File: src/rtl/async_fifo_pkg.sv
// Shared definitions for the asynchronous FIFO pointer handlers.
// Gray/binary helpers work on a wide zero-extended word, so one function
// serves any pointer width up to GRAY_WORD_W bits. Callers cast the result
// back down to their own pointer width.
package async_fifo_pkg;

  localparam int DEFAULT_PTR_WIDTH = 3;
  localparam int GRAY_WORD_W       = 32;

  typedef logic [DEFAULT_PTR_WIDTH:0] ptr_t;
  typedef logic [GRAY_WORD_W-1:0]     gray_word_t;

  // Binary to reflected Gray code.
  function automatic gray_word_t bin2gray(input gray_word_t b);
    return b ^ (b >> 1);
  endfunction

  // Reflected Gray code to binary. Each binary bit is the XOR of all Gray
  // bits at or above it. Zero upper bits leave the lower result unchanged.
  function automatic gray_word_t gray2bin(input gray_word_t g);
    gray_word_t b;
    b[GRAY_WORD_W-1] = g[GRAY_WORD_W-1];
    for (int i = GRAY_WORD_W - 2; i >= 0; i--) begin
      b[i] = b[i+1] ^ g[i];
    end
    return b;
  endfunction

endpackage

File: src/rtl/sync_2ff.sv
// Two-flop synchronizer for a Gray-coded pointer crossing clock domains.
// Reset is synchronous and active-high in the destination domain.
module sync_2ff #(
  parameter int WIDTH = 4
) (
  input  logic             clk,
  input  logic             rst,
  input  logic [WIDTH-1:0] d,
  output logic [WIDTH-1:0] q
);

  logic [WIDTH-1:0] s1_r;
  logic [WIDTH-1:0] q_r;

  // First and second synchronizer stages.
  always_ff @(posedge clk) begin
    if (rst) begin
      s1_r <= {WIDTH{1'b0}};
      q_r  <= {WIDTH{1'b0}};
    end else begin
      s1_r <= d;
      q_r  <= s1_r;
    end
  end

  assign q = q_r;

endmodule

File: src/rtl/rptr_handler.sv
// Read-side pointer handler of the asynchronous FIFO.
// Synchronizes the Gray write pointer into rclk, keeps the binary and Gray
// read pointers, and produces registered empty / underflow.
// Macro RPTR_LEVEL_EN: when defined, also builds the gray-to-binary converter
// with a conservative rd_level and almost_empty; when undefined, rd_level is
// tied to zero and almost_empty mirrors empty.
module rptr_handler
  import async_fifo_pkg::*;
#(
  parameter int PTR_WIDTH = async_fifo_pkg::DEFAULT_PTR_WIDTH,
  parameter int AE_THRESH = 1
) (
  input  logic               rclk,
  input  logic               rrst,
  input  logic               r_en,
  input  logic [PTR_WIDTH:0] g_wptr_async,
  output logic [PTR_WIDTH:0] b_rptr,
  output logic [PTR_WIDTH:0] g_rptr,
  output logic               empty,
  output logic [PTR_WIDTH:0] rd_level,
  output logic               almost_empty,
  output logic               underflow
);

  typedef logic [PTR_WIDTH:0] rptr_t;
  localparam rptr_t PTR_ZERO = {(PTR_WIDTH+1){1'b0}};

  rptr_t g_wptr_sync_s;
  rptr_t b_rptr_next_s;
  rptr_t g_rptr_next_s;
  logic  empty_next_s;
  rptr_t b_rptr_r;
  rptr_t g_rptr_r;
  logic  empty_r;
  logic  underflow_r;

  sync_2ff #(
    .WIDTH(PTR_WIDTH + 1)
  ) u_wptr_sync (
    .clk(rclk),
    .rst(rrst),
    .d  (g_wptr_async),
    .q  (g_wptr_sync_s)
  );

  // Next read pointer: advances only on a read while not empty.
  always_comb begin
    b_rptr_next_s = b_rptr_r + rptr_t'(r_en & ~empty_r);
    g_rptr_next_s = rptr_t'(bin2gray(gray_word_t'(b_rptr_next_s)));
    // Full-width compare, wrap bit included.
    empty_next_s  = (g_rptr_next_s == g_wptr_sync_s);
  end

  // Pointer, empty and underflow registers.
  always_ff @(posedge rclk) begin
    if (rrst) begin
      b_rptr_r    <= PTR_ZERO;
      g_rptr_r    <= PTR_ZERO;
      empty_r     <= 1'b1;
      underflow_r <= 1'b0;
    end else begin
      b_rptr_r    <= b_rptr_next_s;
      g_rptr_r    <= g_rptr_next_s;
      empty_r     <= empty_next_s;
      underflow_r <= r_en & empty_r;
    end
  end

  assign b_rptr    = b_rptr_r;
  assign g_rptr    = g_rptr_r;
  assign empty     = empty_r;
  assign underflow = underflow_r;

`ifdef RPTR_LEVEL_EN
  rptr_t level_next_s;
  logic  ae_next_s;
  rptr_t rd_level_r;
  logic  almost_empty_r;

  // Level against the stale synchronized write pointer; can only under-report.
  always_comb begin
    level_next_s = rptr_t'(gray2bin(gray_word_t'(g_wptr_sync_s))) - b_rptr_next_s;
    ae_next_s    = (int'(level_next_s) <= AE_THRESH);
  end

  // Level and almost-empty registers, updating alongside empty.
  always_ff @(posedge rclk) begin
    if (rrst) begin
      rd_level_r     <= PTR_ZERO;
      almost_empty_r <= 1'b1;
    end else begin
      rd_level_r     <= level_next_s;
      almost_empty_r <= ae_next_s;
    end
  end

  assign rd_level     = rd_level_r;
  assign almost_empty = almost_empty_r;
`else
  assign rd_level     = PTR_ZERO;
  assign almost_empty = empty_r;
`endif

endmodule

File: config.mk
export PLATFORM = sky130hd
export DESIGN_NAME = rptr_handler
export DESIGN_NICKNAME = d
export VERILOG_FILES = /design/src/rtl/async_fifo_pkg.sv /design/src/rtl/sync_2ff.sv /design/src/rtl/rptr_handler.sv
export SDC_FILE = /design/constraint.sdc
export NUM_CORES = 1
export LEC_CHECK = 0
export CELL_PAD_IN_SITES_DETAIL_PLACEMENT = 0
export CELL_PAD_IN_SITES_GLOBAL_PLACEMENT = 1
export CORE_MARGIN = 2
export CORE_UTILIZATION = 32
export DETAILED_ROUTE_END_ITERATION = 8
export HOLD_SLACK_MARGIN = 0.06
export PLACE_DENSITY_LB_ADDON = 0.1
export SLEW_MARGIN = 20
export SYNTH_ARGS = -nofsm -noshare
export SYNTH_HDL_FRONTEND = slang
export SYNTH_SLANG_ARGS = --single-unit
export TNS_END_PERCENT = 100
File: constraint.sdc
create_clock -name rclk -period 2.5 [get_ports rclk]
set_clock_uncertainty 0.2 [all_clocks]
set_input_delay 0.25 -clock rclk [delete_from_list [all_inputs] [get_ports rclk]]
set_output_delay 0.25 -clock rclk [all_outputs]
set_load 0.05 [all_outputs]
* After elaboration in Yosys (flattened, before gate mapping)
Cells that the tools add are included.
Operators by class: add/sub/neg operators 1, equality and inequality tests 1, bitwise logic cells 4
Operators by type and width (number):
- 4-bit adder | 1
- 1-bit by 4-bit AND with 4-bit output | 1
- 4-bit == test | 1
- 1-bit NOT with 4-bit output | 1
- 4-bit by 3-bit bitwise XOR with 4-bit output | 1
- 1-bit AND | 1
Word-level totals: register bits 18, bits of input ports 7, logic and storage cells 12

* Logic depth before layout (Yosys ltp)
depth in word-level cells 5, mapped depth 7

* Hierarchy
From an unflattened synthesis, not the netlist that was laid out.
Second synthesis, totals: cell total of the unflattened synthesis 59, area, all modules 670.6 µm²
Modules (own cells, without submodules):
- rptr_handler | times used 1, cells an instance 43, area an instance 460.4 µm²
- sync_2ff | times used 1, cells an instance 16, area an instance 210.2 µm²

* Worst setup path after synthesis
No wires, ideal clock.
kind reg2reg, from register empty_r, in the netlist almost_empty, to register empty_r, in the netlist almost_empty, data arrival time 1848 ps, slack 338 ps, cell stages (with the launch flop) 8, path buffers 0, clock period less this slack 2162 ps, path through dfxtp_1 -> nor2b_1 -> ha_1 -> ha_1 -> xnor3_1 -> nand2b_1 -> o22ai_1 -> a21o_1
Between the ends: cells in the longest elaborated chain, start to end 5
Ends and longest elaborated chain:
- start, declared | line rptr_handler.sv:34 | logic empty_r;
- start signal, assigned | line rptr_handler.sv:64 | empty_r <= empty_next_s;
- 1-bit NOT with 4-bit output | line rptr_handler.sv:48 | b_rptr_next_s = b_rptr_r + rptr_t'(r_en & ~empty_r);
- 1-bit by 4-bit AND with 4-bit output | line rptr_handler.sv:48
- 4-bit adder | line rptr_handler.sv:48
- 4-bit by 3-bit bitwise XOR with 4-bit output | line async_fifo_pkg.sv:15 | return b ^ (b >> 1);
- 4-bit == test | line rptr_handler.sv:51 | empty_next_s = (g_rptr_next_s == g_wptr_sync_s);
Every way passes these cells. A chain may end at the register's enable or synchronous reset.

* Worst setup path after layout
from input port r_en, to register empty_r, in the netlist almost_empty
Between the ends: cells in the longest elaborated chain, start to end 4
Ends and longest elaborated chain:
- start, declared | line rptr_handler.sv:15 | input logic r_en,
- 1-bit by 4-bit AND with 4-bit output | line rptr_handler.sv:48
- 4-bit adder | line rptr_handler.sv:48
- 4-bit by 3-bit bitwise XOR with 4-bit output | line async_fifo_pkg.sv:15
- 4-bit == test | line rptr_handler.sv:51
Every way passes these cells.

==> out/qor.csv <==
stage,metric,value,unit
setup_path,Worst setup SP type,input pin,
logic_synthesis,#FFs+latches synth,17,
placed_design,Placed Instances,104,
setup_path,Reg2Reg Depth,7,
clock_tree,CTS sink count,17,
logic_synthesis,"Seq/Total Area, Yosys",0.504,
setup_path,Worst R2R End,almost_empty$_SDFF_PP1_,
setup_path,CP cell instances,clkdlybuf4s50_1 > nor2b_1 > ha_1 > ha_1 > xnor3_1 > nand2b_1 > o22ai_1 > a21o_1,
global_route,Tot GR Track Use,0.0834,
die,Ports,22,
layout,Layout Cells excl Fill,108,
global_route,total grt overflow,0,
global_route,global-route wire length before repair,1.51,mm
setup_path,Crit path largest cell delay,0.47,ns
clock_tree,htree depth,1,
logic_synthesis,synthesized area,676,um^2
setup_path,Setup crit end kind,flop,
layout,# diodes,0,
die,Core Region,1980,um^2
clock_tree,Setup Buffers After CTS,0,
placed_design,port bufs,17,
logic_synthesis,Synth area leaders,"dfxtp_1 (50%), nor2b_1 (12%), buf_4 (6.7%), xnor2_1 (6.5%), ha_1 (3.7%)",
die,die width,50.0,um
layout,Finished Core Util,0.442,
detailed_routing,drt total wl,906,um
min_path,Worst Hold End,u_wptr_sync.q[1]$_SDFF_PP0_,
sta,Slew Limit Fails,0,
sta,setup TNS,0,ns
clock_tree,CTS tree,built,
power,worst vdd ir,0.303,mV
setup_path,most frequent CP cell,ha_1,
detailed_routing,routed vias,419,
logic_synthesis,Netlist cell types,19,
sta,maximum clock frequency,0.493,GHz
clock_tree,Worst-Skew Late Latency,0.28,ns
job,maxcap violations,0,
die,die height,50.0,um
sta,hold slack,0.242,ns
power,PwrDens,629,nW/um^2
layout,layout cells sized above 1,0.0864,
setup_path,largest delay contributor family on the critical path,buffers and inverters,
sta,final setup fails,0,
layout,P&R area growth vs syn,29.6,%
status,status,"finished, final reports clean",
min_path,Worst Hold Launch,u_wptr_sync.s1_r[1]$_SDFF_PP0_,
detailed_routing,Initial DRC Count,6,
setup_path,worst reg-to-reg setup slack,0.59,ns
logic_synthesis,syn avg cell area,10.7,um^2
setup_path,CP max-delay cell,clkdlybuf4s50_1,
sta,"Period Utilization, post-route",0.812,
min_path,worst min-delay path class,flop to flop,
setup_path,WP data arrival,2.01,ns
global_route,vias in the first global route,365,
sta,RSZ-0062 raised after global routing,false,
setup_path,"Max FO, Critical Path",2,
die,die area,2500,um^2
detailed_routing,1st-pass router iterations,4,
clock_tree,# resized after CTS,0,
min_path,worst hold stages,1,
sta,Final Hold Vio Count,0,
detailed_routing,wire per inst,8.39,um
die,Initial Util,0.341,
setup_path,r2r startpoint,almost_empty$_SDFF_PP1_,
layout,# fillers,197,
clock_tree,cts hold-fix bufs,0,
logic_synthesis,Yosys top cell by area,dfxtp_1,
clock_tree,clock transition at the registers of the reported paths,0.09,ns
sta,Slew HR,0.619,
logic_synthesis,Synth top area share,0.504,
power,P_leak,0.357,nW
setup_path,Crit Path Class,input pin to flop,
setup_path,buffer and inverter count on the worst path,1,
clock_tree,CTS Buffer Depth,2,
placed_design,Post-DP HPWL,671,um
layout,Sequential Area,340,um^2
logic_synthesis,post-synthesis cell count,63,
global_route,largest net degree at the start of global routing,18,
layout,Layout Nets,91,
setup_path,Worst Path Required,2.48,ns
detailed_routing,DRC Markers,0,
detailed_routing,vias per cell,3.88,
placed_design,RD Place Congestion,0.694,
die,Placement Rows,16,
detailed_routing,Detail Route Antenna Nets,0,
logic_synthesis,Ys Warns,0,
clock_tree,Clock Tree Root,clkbuf_4,
sta,Tightest Pin Transition,0.570,ns
sta,min Tclk post-route,2.03,ns
global_route,initial antenna violation count,0,
layout,multi-input logic area,298,um^2
clock_tree,CTS Buf Count,3,
sequential cells by signal, summed over array words and instances, names as in the netlist:
register,flops
g_rptr,3
almost_empty,1
b_rptr,4
u_wptr_sync.q,4
underflow,1
u_wptr_sync.s1_r,4
layout make-up:
type	instances	share of cell area
Tap cell	27	0.0386
Multi-Input combinational cell	42	0.340
Sequential cell	17	0.389
Timing Repair Buffer	18	0.203
Clock buffer	4	0.0300
kinds of logic after synthesis:
| kind of cell | share of synthesized area |
|---|---|
| flip-flops | 0.504 |
| buffers and inverters | 0.0722 |
| AO/OA/AOI/OAI | 0.0204 |
| adder cells (fa/ha/maj) | 0.0370 |
| multiplexers | 0.0315 |
| other | 0.00555 |
| XOR/XNOR | 0.135 |
| AND/OR/NAND/NOR | 0.194 |
through the flow:
step | setup WS (ns) | cell area, um^2 | power (W)
2_1_floorplan | 0.338 | 687 | 0.000389
3_3_place_gp | 0.173 | 850 | 0.000416
3_5_place_dp | 0.164 | 850 | 0.000416
4_1_cts | 0.451 | 876 | 0.000567
5_1_grt | 0.348 | 876 | 0.000585
6_report | 0.471 | 876 | 0.000551
synthesized netlist by cell type:
master    number
dfxtp_1       17
nor2b_1       13
buf_4          6
xnor2_1        5
nor2_1         4
nand2_1        3
ha_1           2
nand2b_1       2
a21o_1         1
clkbuf_1       1
conb_1         1
mux2_2         1
mux2i_1        1
nand3_1        1
o22ai_1        1
or2_2          1
xnor3_1        1
xor2_1         1
xor2_2         1
where the power goes:
group          internal, W  total, W  switching (W)
Sequential        0.000285  0.000291     0.00000613
Clock            0.0000619  0.000142      0.0000805
Combinational    0.0000451  0.000118      0.0000725
Total             0.000392  0.000551       0.000159
how the worst max path moves through the flow:
stage	from	end	slack, ns	cells past startpoint
2_1_floorplan	almost_empty$_SDFF_PP1_	almost_empty$_SDFF_PP1_	0.34	7
3_3_place_gp	r_en	almost_empty$_SDFF_PP1_	0.17	8
3_5_place_dp	r_en	almost_empty$_SDFF_PP1_	0.16	8
4_1_cts	b_rptr[2]$_SDFF_PP0_	b_rptr[2]	0.45	1
5_1_grt	r_en	almost_empty$_SDFF_PP1_	0.35	8
6_report	r_en	almost_empty$_SDFF_PP1_	0.47	8
cells in the final DEF, fill, tap and decap left out:
cell             Yosys  final
or2_2                1      1
xor2_2               1      1
a21o_1               1      1
mux2i_1              1      1
clkbuf_4             0      3
xor2_1               1      1
nand2b_1             2      2
nor2b_1             13     13
xnor3_1              1      1
nand3_1              1      1
nor2_1               4      4
clkbuf_1             1      1
clkdlybuf4s50_1      0     17
dfxtp_1             17     17
o22ai_1              1      1
nand2_1              3      3
mux2_2               1      1
conb_1               1      4
buf_4                6      1
ha_1                 2      2
xnor2_1              5      5
routing by layer:
metal | GRT usage | vias to the layer above | share of wire
met4 | 0.0694 | 0 | 0.015
met1 | 0.0977 | 183 | 0.43
met2 | 0.122 | 12 | 0.50
li1 | - | 222 | -
met5 | 0 | - | 0
met3 | 0.0273 | 2 | 0.053
worst register-to-register path, stage by stage (launching register included):
cell	delay (ns)
dfxtp_1	0.34
nor2b_1	0.12
ha_1	0.18
ha_1	0.22
xnor3_1	0.42
nand2b_1	0.08
o22ai_1	0.07
a21o_1	0.18
Power figures use the tool's default switching activity.
==> patch 1: new RTL, same flow settings <==
`DEFAULT_PTR_WIDTH`: 3 -> 4.
--- a/src/rtl/async_fifo_pkg.sv
+++ b/src/rtl/async_fifo_pkg.sv
@@ -6,3 +6,3 @@
 
-  localparam int DEFAULT_PTR_WIDTH = 3;
+  localparam int DEFAULT_PTR_WIDTH = 4;
   localparam int GRAY_WORD_W       = 32;
Ports: changed (resized b_rptr, g_rptr, g_wptr_async and rd_level); port bits go from 22 to 26. No check against the original RTL was run, so the function may have changed too.
==> patch 1 against the original RTL <==
  * Total power grew 17%
  * Core utilization fell by 1.1 points
  * Worst hold slack improved by 7.4 ps
  * Register-to-register slack worse by 160 ps
  * Clock power grew 11%
  * Final area rose by 21%
  * Sequential cell count grew 4
  * Maximum frequency decreased by 5.9%
  * Area after synthesis is 21% higher
  * Routed wire length grew 26%
  * Worst setup slack worse by 130 ps
  * Critical endpoint unchanged
  * Largest cell class unchanged
==> patch 1: results <==
{
  "synth_compound_area_share_pct": 2.45,
  "clk_share_pct": 2.49,
  "synth.area.mux_share_pct": 0,
  "swShare_pct": 28.4,
  "use_met1_pct": 10.8,
  "p_leak_nw": 0.435,
  "dr_wl_met2_microns": 555,
  "grt_use_met2_pct": 15.1,
  "synthTopCellsByArea": "dfxtp_1, nor2b_1, xnor2_1",
  "grt_util_all_layers_pct": 9.35,
  "synth.avg_cell_area_sq_um": 10.2,
  "path_max_fanout": 3,
  "outcome": "finished clean",
  "synth.distinct_cells": 18,
  "drive_gt1_share_pct": 8.82,
  "n_all_inverters": 1,
  "gr-usage-met3_pct": 2.46,
  "synthesis.area_sq_um": 816,
  "multi_input_cells": 53,
  "avgViaCountPerCell": 4.08,
  "ys_seq_area_share_pct": 51.5,
  "synth_seq_cells": 21,
  "nNonClkBuffers": 23,
  "powerClk_mw": 0.157,
  "sh_seq_area_pct": 39.8,
  "wl_met1_microns": 503,
  "fillCellCount": 239,
  "first_iter_violations": 1,
  "arrival_ps": 2180,
  "ir_drop_uv": 393,
  "drt_wl_total_microns": 1140,
  "grt_max_degree": 14,
  "multiInputGateArea_sq_um": 347,
  "synthXorXnorAreaFrac_pct": 14.9,
  "clk_pin_slew_ps": 110,
  "synth-adder-area-share_pct": 3.07,
  "non_clock_buffer_area_share_pct": 21.1,
  "met3_length_microns": 65,
  "grt_pass1_wl_microns": 1870,
  "synthTopCellsByCount": "dfxtp_1, nor2b_1, nor2_1",
  "seq-power_mw": 0.357
}
==> patch 1: path summary, 6_finish.rpt <==
path / from / to / slack [ps] / cells past startpoint
setup reg to reg: almost_empty$_SDFF_PP1_ / almost_empty$_SDFF_PP1_ / 430 / 8
setup / recovery: r_en / almost_empty$_SDFF_PP1_ / 340 / 9
hold / removal: u_wptr_sync.s1_r[4]$_SDFF_PP0_ / u_wptr_sync.q[4]$_SDFF_PP0_ / 250 / 1
hold reg to reg: u_wptr_sync.s1_r[4]$_SDFF_PP0_ / u_wptr_sync.q[4]$_SDFF_PP0_ / 250 / 1
==> patch 1: through the flow <==
| stage | hold WS (ps) | utilization [%] | setup WS, ps |
|---|---|---|---|
| global route | 261 | 43.1 | 152 |
| global placement | 219 | 42.0 | 132 |
| finish | 249 | 43.1 | 344 |
| detailed placement | 226 | 42.0 | 52.6 |
| floorplan | 164 | - | 195 |
| CTS | 253 | 43.1 | 356 |
==> patch 2: new RTL, same flow settings <==
Without the edit above. The output `underflow` loses its register stage (`underflow_r` becomes a continuous assignment).
--- a/src/rtl/rptr_handler.sv
+++ b/src/rtl/rptr_handler.sv
@@ -59,3 +59,2 @@
       empty_r     <= 1'b1;
-      underflow_r <= 1'b0;
     end else begin
@@ -64,5 +63,6 @@
       empty_r     <= empty_next_s;
-      underflow_r <= r_en & empty_r;
     end
   end
+
+  assign underflow_r = r_en & empty_r;
 
Formal check against the unedited RTL: not equivalent (a bounded check fails within 4 cycles, from zero or initial values and one cycle with rrst high).
==> patch 2 against the original RTL <==
  * Die area down 2.9%
  * Routed wire length is 3.4% higher
  * Count of clock-buffer cells in the layout unchanged
  * Final area decreased by 1.3%
  * Worst setup slack worse by 57 ps
  * Total power rose by 2.1%
  * Largest power group unchanged
  * Non-clock buffer count unchanged
  * Clock power up 18%
  * Global-route usage is 1.2 points higher
  * Synthesized cell count is 3.2% lower
  * Sequential cell count down 1
  * Area after synthesis shrank 3.1%
==> patch 2: results <==
{
  "outcome": "finished clean",
  "clockBufferDepth": 2,
  "drc": 0,
  "dr.pass1.iters": 2,
  "path_max_fanout": 2,
  "n_antenna_cell": 0,
  "worstSkewPairLatency_ps": 280,
  "p_leak_nw": 0.352,
  "clk_pin_slew_ps": 90,
  "cpPeakStageDelay_ps": 800,
  "place_congestion": 0.664,
  "drt_wl_total_microns": 937,
  "synth_compound_area_share_pct": 2.10,
  "dp_hpwl_microns": 709,
  "post_cts_buffers": 0,
  "avgViaCountPerCell": 4.13,
  "hp-class": "flip-flop to flip-flop",
  "yosysWarnings": 0,
  "synthXorXnorAreaFrac_pct": 14.0,
  "grt_pass1_vias": 423,
  "antenna_found_initial": 0,
  "numCtsBuffers": 3,
  "ys_seq_area_share_pct": 48.9,
  "synthTopCellsByCount": "dfxtp_1, nor2b_1, buf_4",
  "tightest_slew_ps": 570,
  "synthTopCellsByArea": "dfxtp_1, nor2b_1, buf_4",
  "synth-adder-area-share_pct": 3.82,
  "nNetsFinal": 89,
  "grt_util_all_layers_pct": 9.53,
  "synth.distinct_cells": 20,
  "arrival_ps": 1640,
  "synth.area.mux_share_pct": 3.25,
  "drive_gt1_share_pct": 10.1,
  "io_buffers": 17,
  "ctsResizeCount": 0,
  "cts_root_buffer": "clkbuf_4",
  "h-tree-depth": 1,
  "slowest_stage": "clkdlybuf4s50_1",
  "first_iter_violations": 2,
  "place_area_sq_um": 828,
  "grt_max_degree": 17,
  "async_flop_share_pct": 0,
  "ir_drop_uv": 350,
  "grt_pass1_wl_microns": 1770,
  "synthFlopType": "dfxtp_1"
}
[patch 2: through the flow]
| stage | util [%] | power [mW] | cells | hold slack [ps] | worst slack [ps] |
|---|---|---|---|---|---|
| after floorplan | - | 0.374 | 64 | 122 | 345 |
| after detailed placement | 42.7 | 0.403 | 102 | 229 | 133 |
| after global routing | 44.5 | 0.596 | 106 | 259 | 353 |
| final | 44.5 | 0.563 | 106 | 245 | 414 |
| after CTS | 44.5 | 0.574 | 106 | 251 | 406 |
| after global placement | 42.7 | 0.402 | 102 | 217 | 185 |
[patch 2: cell families (layout without fill, tap and decap cells)]
| kind of cell | count (synthesis) | after routing |
|---|---|---|
| xor gates and xnor gates | 8 | 8 |
| AOI/OAI and AO/OA | 2 | 2 |
| buffers and inverters | 7 | 22 |
| DFF | 16 | 16 |
| muxes | 2 | 2 |
| other | 1 | 4 |
| and+or+nand+nor | 23 | 23 |
| adders and majority gates | 2 | 2 |
[patch 2: layout make-up]
type	instances	area, sq um
Sequential cell	16	320
Clock buffer	4	36.3
Tap cell	27	33.8
Timing Repair Buffer	18	178
Multi-Input combinational cell	41	297
Fill cell	209	1080
[patch 2: layer usage]
layer | wire (microns) | share of wire [%] | global-route usage [%] | vias up
met5 | 0 | 0 | 0 | -
met4 | 0 | 0 | 2.86 | 0
met3 | 72 | 7.7 | 4.60 | 0
met2 | 494 | 53 | 17.1 | 15
met1 | 371 | 40 | 9.60 | 207
li1 | - | - | - | 216
[patch 2: final timing paths]
check	startpoint	end	slack (ps)	cells after the start
worst max-delay path	r_en	underflow	410	3
worst min-delay path	u_wptr_sync.s1_r[3]$_SDFF_PP0_	u_wptr_sync.q[3]$_SDFF_PP0_	240	1
worst max register to register	almost_empty$_SDFF_PP1_	almost_empty$_SDFF_PP1_	580	7
worst min register to register	u_wptr_sync.s1_r[3]$_SDFF_PP0_	u_wptr_sync.q[3]$_SDFF_PP0_	240	1
[patch 2: worst max-delay path: cells and delay by family]
| kind | cells | cell delay, ps |
|---|---|---|
| AND/OR/NAND/NOR | 1 | 120 |
| buffers and inverters | 2 | 1270 |
[patch 2: power by group]
group          switching (mW)  leakage [nW]  internal (mW)  total (mW)
sequential            0.00544         0.131          0.268       0.273
combinational          0.0757         0.200         0.0465       0.122
clock                  0.0785        0.0210         0.0886       0.167
